File: config.mk
export PLATFORM = sky130hd
export DESIGN_NAME = sap_control_sequencer
export DESIGN_NICKNAME = d
export VERILOG_FILES = /design/src/rtl/sap_control_sequencer.sv
export SDC_FILE = /design/constraint.sdc
export NUM_CORES = 1
export LEC_CHECK = 0
export CAP_MARGIN = 10
export CORE_MARGIN = 4
export CORE_UTILIZATION = 39
export CTS_CLUSTER_DIAMETER = 60
export DETAILED_ROUTE_END_ITERATION = 16
export MAX_ROUTING_LAYER = met4
export PLACE_DENSITY = 0.83
export SETUP_SLACK_MARGIN = 0.4
export SLEW_MARGIN = 5
export SYNTH_ARGS = -nofsm -noshare
export SYNTH_HDL_FRONTEND = slang
export SYNTH_SLANG_ARGS = --single-unit
File: constraint.sdc
create_clock -name clk -period 3.5 [get_ports clk]
set_input_delay 1.05 -clock clk [delete_from_list [all_inputs] [get_ports clk]]
set_output_delay 1.05 -clock clk [all_outputs]
set_load 0.01 [all_outputs]
File: src/rtl/sap_control_sequencer.sv
// Control sequencer for the 8-bit accumulator computer: T-state FSM, opcode decode
// into datapath bus/load enables, and the carry/zero flag register read by JC/JZ.
module sap_control_sequencer #(
  parameter int DataBits = 8,
  parameter int OpBits   = 4
) (
  input  logic                clk,
  input  logic                rst,
  input  logic [DataBits-1:0] instr,
  input  logic                carry_flag,
  input  logic                zero_flag,
  output logic                pc_out,
  output logic                pc_inc,
  output logic                pc_load,
  output logic                mar_load,
  output logic                ram_out,
  output logic                ram_load,
  output logic                ir_load,
  output logic                ir_out,
  output logic                a_load,
  output logic                a_out,
  output logic                b_load,
  output logic                alu_out,
  output logic                sub_bAdd,
  output logic                out_load,
  output logic                carry_q,
  output logic                zero_q,
  output logic [2:0]          tstate,
  output logic                halted
);

  typedef enum logic [2:0] {
    T0 = 3'd0, T1 = 3'd1, T2 = 3'd2, T3 = 3'd3, T4 = 3'd4, HALT = 3'd7
  } state_t;

  localparam logic [OpBits-1:0] OP_LDA = OpBits'(4'h1);
  localparam logic [OpBits-1:0] OP_ADD = OpBits'(4'h2);
  localparam logic [OpBits-1:0] OP_SUB = OpBits'(4'h3);
  localparam logic [OpBits-1:0] OP_STA = OpBits'(4'h4);
  localparam logic [OpBits-1:0] OP_LDI = OpBits'(4'h5);
  localparam logic [OpBits-1:0] OP_JMP = OpBits'(4'h6);
  localparam logic [OpBits-1:0] OP_JC  = OpBits'(4'h7);
  localparam logic [OpBits-1:0] OP_JZ  = OpBits'(4'h8);
  localparam logic [OpBits-1:0] OP_OUT = OpBits'(4'hE);
  localparam logic [OpBits-1:0] OP_HLT = OpBits'(4'hF);

  state_t              state;
  logic [OpBits-1:0]   op;
  logic                flags_load;

  assign op = instr[DataBits-1 -: OpBits];

  function automatic state_t nxt(input state_t s, input logic [OpBits-1:0] o);
    case (s)
      T0:      return T1;
      T1:      return T2;
      T2: begin
        if (o == OP_HLT) return HALT;
        if (o == OP_LDA || o == OP_ADD || o == OP_SUB || o == OP_STA) return T3;
        return T0;
      end
      T3:      return (o == OP_ADD || o == OP_SUB) ? T4 : T0;
      T4:      return T0;
      default: return HALT;
    endcase
  endfunction

  always_ff @(posedge clk or posedge rst) begin
    if (rst) begin
      state   <= T0;
      tstate  <= 3'd0;
      halted  <= 1'b0;
      carry_q <= 1'b0;
      zero_q  <= 1'b0;
    end else begin
      state  <= nxt(state, op);
      tstate <= nxt(state, op);
      halted <= (nxt(state, op) == HALT);
      if (flags_load) begin
        carry_q <= carry_flag;
        zero_q  <= zero_flag;
      end
    end
  end

  // Controls decode straight from state so reset kills an in-flight write at once.
  always_comb begin
    pc_out = 1'b0; pc_inc = 1'b0; pc_load = 1'b0; mar_load = 1'b0;
    ram_out = 1'b0; ram_load = 1'b0; ir_load = 1'b0; ir_out = 1'b0;
    a_load = 1'b0; a_out = 1'b0; b_load = 1'b0; alu_out = 1'b0;
    sub_bAdd = 1'b0; out_load = 1'b0; flags_load = 1'b0;
    if (!rst) begin
      case (state)
        T0: begin pc_out = 1'b1; mar_load = 1'b1; end
        T1: begin ram_out = 1'b1; ir_load = 1'b1; pc_inc = 1'b1; end
        T2: begin
          case (op)
            OP_LDA, OP_ADD, OP_SUB, OP_STA: begin ir_out = 1'b1; mar_load = 1'b1; end
            OP_LDI: begin ir_out = 1'b1; a_load = 1'b1; end
            OP_JMP: begin ir_out = 1'b1; pc_load = 1'b1; end
            OP_JC:  begin ir_out = 1'b1; pc_load = carry_q; end
            OP_JZ:  begin ir_out = 1'b1; pc_load = zero_q; end
            OP_OUT: begin a_out = 1'b1; out_load = 1'b1; end
            default: ;
          endcase
        end
        T3: begin
          case (op)
            OP_LDA: begin ram_out = 1'b1; a_load = 1'b1; end
            OP_ADD, OP_SUB: begin
              ram_out  = 1'b1;
              b_load   = 1'b1;
              sub_bAdd = (op == OP_SUB);
            end
            OP_STA: begin a_out = 1'b1; ram_load = 1'b1; end
            default: ;
          endcase
        end
        T4: begin
          if (op == OP_ADD || op == OP_SUB) begin
            alu_out    = 1'b1;
            a_load     = 1'b1;
            flags_load = 1'b1;
            sub_bAdd   = (op == OP_SUB);
          end
        end
        default: ;
      endcase
    end
  end

endmodule

# == After elaboration in Yosys (flattened, before gate mapping) ==
# Index checks and enable logic that the tools add are counted.
# totals
out_inout_bits,20
ff_bits,6
inputBits,12
wordCells,77
# classes
mux,49
eq_ne,15
reduce_logical,9
# op_table
operator,n
2-to-1 mux 1 bit,37
"== test 4 x 3 -> 1 bit, second input constant",4
2-to-1 mux 3 bit,5
case mux 3 bit (5 select lines),1
"== test 4 bit, second input constant",3
"== test 4 x 2 -> 1 bit, second input constant",2
case mux 1 bit (2 select lines),4
OR reduction 8 bit,1
"== test 3 x 2 -> 1 bit, second input constant",2
"== test 3 bit, second input constant",2
case mux 1 bit (3 select lines),2
"== test 4 x 1 -> 1 bit, second input constant",1
logical OR 1 bit,4
OR reduction 4 bit,1
"== test 3 x 1 -> 1 bit, second input constant",1
zero test 3 bit,1
OR reduction 3 bit,1
OR reduction 2 bit,1

# == Depth between registers and ports, before layout ==
# logic_depth
ltp_word,11
ltp_mapped,5
ltp_nobuf,3

# == Least setup slack after synthesis ==
# No wires, ideal clock.
# synth_timing
path_kind,in2out
from,input port rst
to,output port a_out
slack_ns,0.360
stages,3
arrival_ns,2.090
path_cell_list,or4b_1 -> nor3_1 -> o21bai_1
# synth_between
elab_chain_len,1
# synth_lines
element,line,rtl
from (decl),8,"input logic rst,"
2-to-1 mux 1 bit,92,if (!rst) begin
to (decl),21,"output logic a_out,"
# No other way between the ends.

# == Final worst setup path ==
# Same ends and word-level chain as after synthesis.

==> impl_metrics.yaml <==
floorplanning:
  rows: 13
  core_sq_mm: 0.00130
  pin_count: 32
  initial_core_util_pct: 41.4
  dieArea_sq_mm: 0.00204
  die_y_microns: 45.2
  die_w_microns: 45.2
hold_path:
  min_path_type: "flop to flop"
layout:
  multi_input_area_sq_um: 380
  diodes: 0
  fin_nets: 122
  final_core_util_pct: 74.0
  fin_cells: 123
  drive_above_1_share_pct: 47.2
  synthToLayoutAreaGrowth_pct: 78.7
  seq_area_sq_um: 150
  nFillCells: 103
setup_path:
  worstSetupPathType: "primary input to output pin"
  crit_required_ns: 2.45
  crit_path_top_delay_cell: "or4b_4"
  cp-end-kind: "output pin"
  worstPathCellList: "buf_6 -> or4b_4 -> nor3_4 -> o21bai_1 -> buf_2"
  crit_fanout: 2
  crit_arrival_ns: 2.04
  critPathLaunchType: "primary input"
  cp_slowest_stage_delay_ns: 0.50
clock_tree:
  cts_inserted_buffers: 3
  htreeDepth: 1
  clk_pin_slew_ns: 0.04
  hold_buffers: 0
  cts_tree: "done"
  clk_latency_ns: 0.24
  cts_buffer_depth: 2
  cts_sinks: 6
  cts_root_buffer: "clkbuf_4"
routing:
  vias: 670
  drtIter0Drc: 8
  routed_wl_mm: 1.62
  viasPerCell: 5.45
  final_antenna_net_count: 0
  firstDrtPassIters: 5
  wl_per_cell_microns: 13.2
  drc_errors: 0
logic_synthesis:
  ys.flop_type: "dfrtp_1"
  netlist_area_sq_um: 539
  syn_nets: 78
  yosys_register_bits: 6
  yosysWarnings: 0
  avgSynthCellArea_sq_um: 8.17
  yosysSeqAreaShare_pct: 27.8
  syn_inst: 66
  ys_types: 34
  synth_edf_count: 0
  synth_async_sr_flop_share_pct: 100
timing:
  hold_viol_final: 0
  min_period_ns: 3.09
  rsz0062_at_grt: "true"
  fin_tns_setup_ns: 0
  setup_violations: 0
  min_period_over_period_pct: 88.4
  slew_viol_final: 0
  worst_pin_slew_ns: 0.427
  clock_skew_ns: 0.000809
  worst_slack_ns: 0.406
  slew_headroom_pct: 71.5
  fmax_mhz: 323
job:
  cap_violations: 0
run_status:
  outcome: "completed"
placed_design:
  dp_hpwl_mm: 1.19
  portBuffers: 27
  pre_cts_slack_ns: -0.416
  dp_cells: 115
  gp_congestion: 0.818
power_and_ir_drop:
  p_leak_nw: 0.500
  peakVddDrop_mv: 0.457
  power.density_mw_per_mm2: 465
global_routing:
  track_usage_pct: 19.0
  antenna_found_initial: 0
  grt_overflow_total: 0
  grt_pass1_wl_mm: 2.72
  first_global_vias: 667
  grt_max_degree: 14
## area by class of cell
cell class	instances	share of cell area, %
Clock buffer	3	2.34
Tap cell	15	1.95
Sequential cell	6	15.6
Inverter	2	0.779
Timing Repair Buffer	47	39.9
Multi-Input combinational cell	50	39.5
## state kept, by name (all words and copies together), names as in the netlist
signal and cells:
carry_q 1, zero_q 1, halted 1, state 3
## critical path, delay by kind of cell
kind            cells  cell delay [ns]
compound gates      1             0.12
simple gates        2             0.63
buf+inv             2             0.23
## synthesized netlist by cell type, types with 2 or more instances
| cell | count | share of area [%] |
|---|---|---|
| nor2_1 | 9 | 6.3 |
| inv_1 | 2 | 1.4 |
| nor2b_1 | 2 | 2.3 |
| buf_2 | 2 | 1.9 |
| mux2_2 | 2 | 4.2 |
| nand2_1 | 3 | 2.1 |
| buf_4 | 2 | 2.8 |
| xor2_1 | 2 | 3.2 |
| clkbuf_1 | 3 | 2.1 |
| a21oi_1 | 2 | 1.9 |
| nor4_1 | 2 | 2.3 |
| nor3_1 | 2 | 1.9 |
| o31a_1 | 2 | 3.2 |
| nand3_1 | 5 | 4.6 |
| dfrtp_1 | 6 | 28 |
| a211oi_1 | 2 | 2.8 |
## timing repair
item | 4_1_cts | 5_1_grt
setup endpoints to repair | 14 | 11
pin swaps | 6 | 6
buffers inserted | 5 | 0
gates resized for setup | 65 | 15
## per-stage QoR
| stage | cell area (sq um) | hold slack, ns | total power [mW] |
|---|---|---|---|
| finish | 963 | 0.538 | 0.448 |
| global route | 963 | 0.568 | 0.486 |
| CTS | 948 | 0.554 | 0.444 |
| detailed placement | 898 | 0.544 | 0.378 |
| global placement | 898 | 0.515 | 0.372 |
| floorplan | 544 | 0.565 | 0.256 |
## where the power goes
part	switching [mW]	total, mW	internal [mW]
clock network	0.0238	0.0625	0.0387
registers	0.0338	0.123	0.0896
logic	0.125	0.263	0.138
## worst paths after layout
check | from | to | slack [ns] | depth (start not counted)
hold / removal | carry_q | carry_q | 0.54 | 1
setup reg to reg | state[1] | zero_q | 1.66 | 7
hold reg to reg | carry_q | carry_q | 0.54 | 1
setup / recovery | rst | a_out | 0.41 | 5
max in group asynchronous | rst | carry_q | 2.43 | 3
min in group asynchronous | rst | state[0] | 0.88 | 3
## cell usage in the layout, fill, tap and decap left out, types with 2 or more instances in the layout
cell type	netlist	final
o31a_1	2	2
a211oi_1	2	2
or4b_4	1	2
nand2_1	3	3
dlygate4sd2_1	0	3
xor2_1	2	2
dfrtp_1	6	6
clkbuf_4	0	3
clkdlybuf4s50_1	0	8
buf_2	2	8
buf_4	2	17
nor2_1	9	8
nand3_1	5	4
mux2_2	2	2
inv_1	2	2
buf_6	1	6
nor2b_1	2	2
clkbuf_2	0	3
## cells by family after synthesis
| logic type | share of synthesized area, % |
|---|---|
| AND/OR/NAND/NOR | 36.2 |
| AO/OA/AOI/OAI | 18.3 |
| buffers and inverters | 10.2 |
| flip-flops | 27.8 |
| XOR/XNOR | 3.25 |
| multiplexers | 4.18 |
## layer usage
layer	global-route usage, %	part of all wire, %	up-vias
met5	-	0	-
met4	12.3	2.2	0
li1	-	-	324
met1	21.7	39	322
met3	1.99	6.0	4
met2	31.1	52	20
Power figures use the tool's default switching activity.
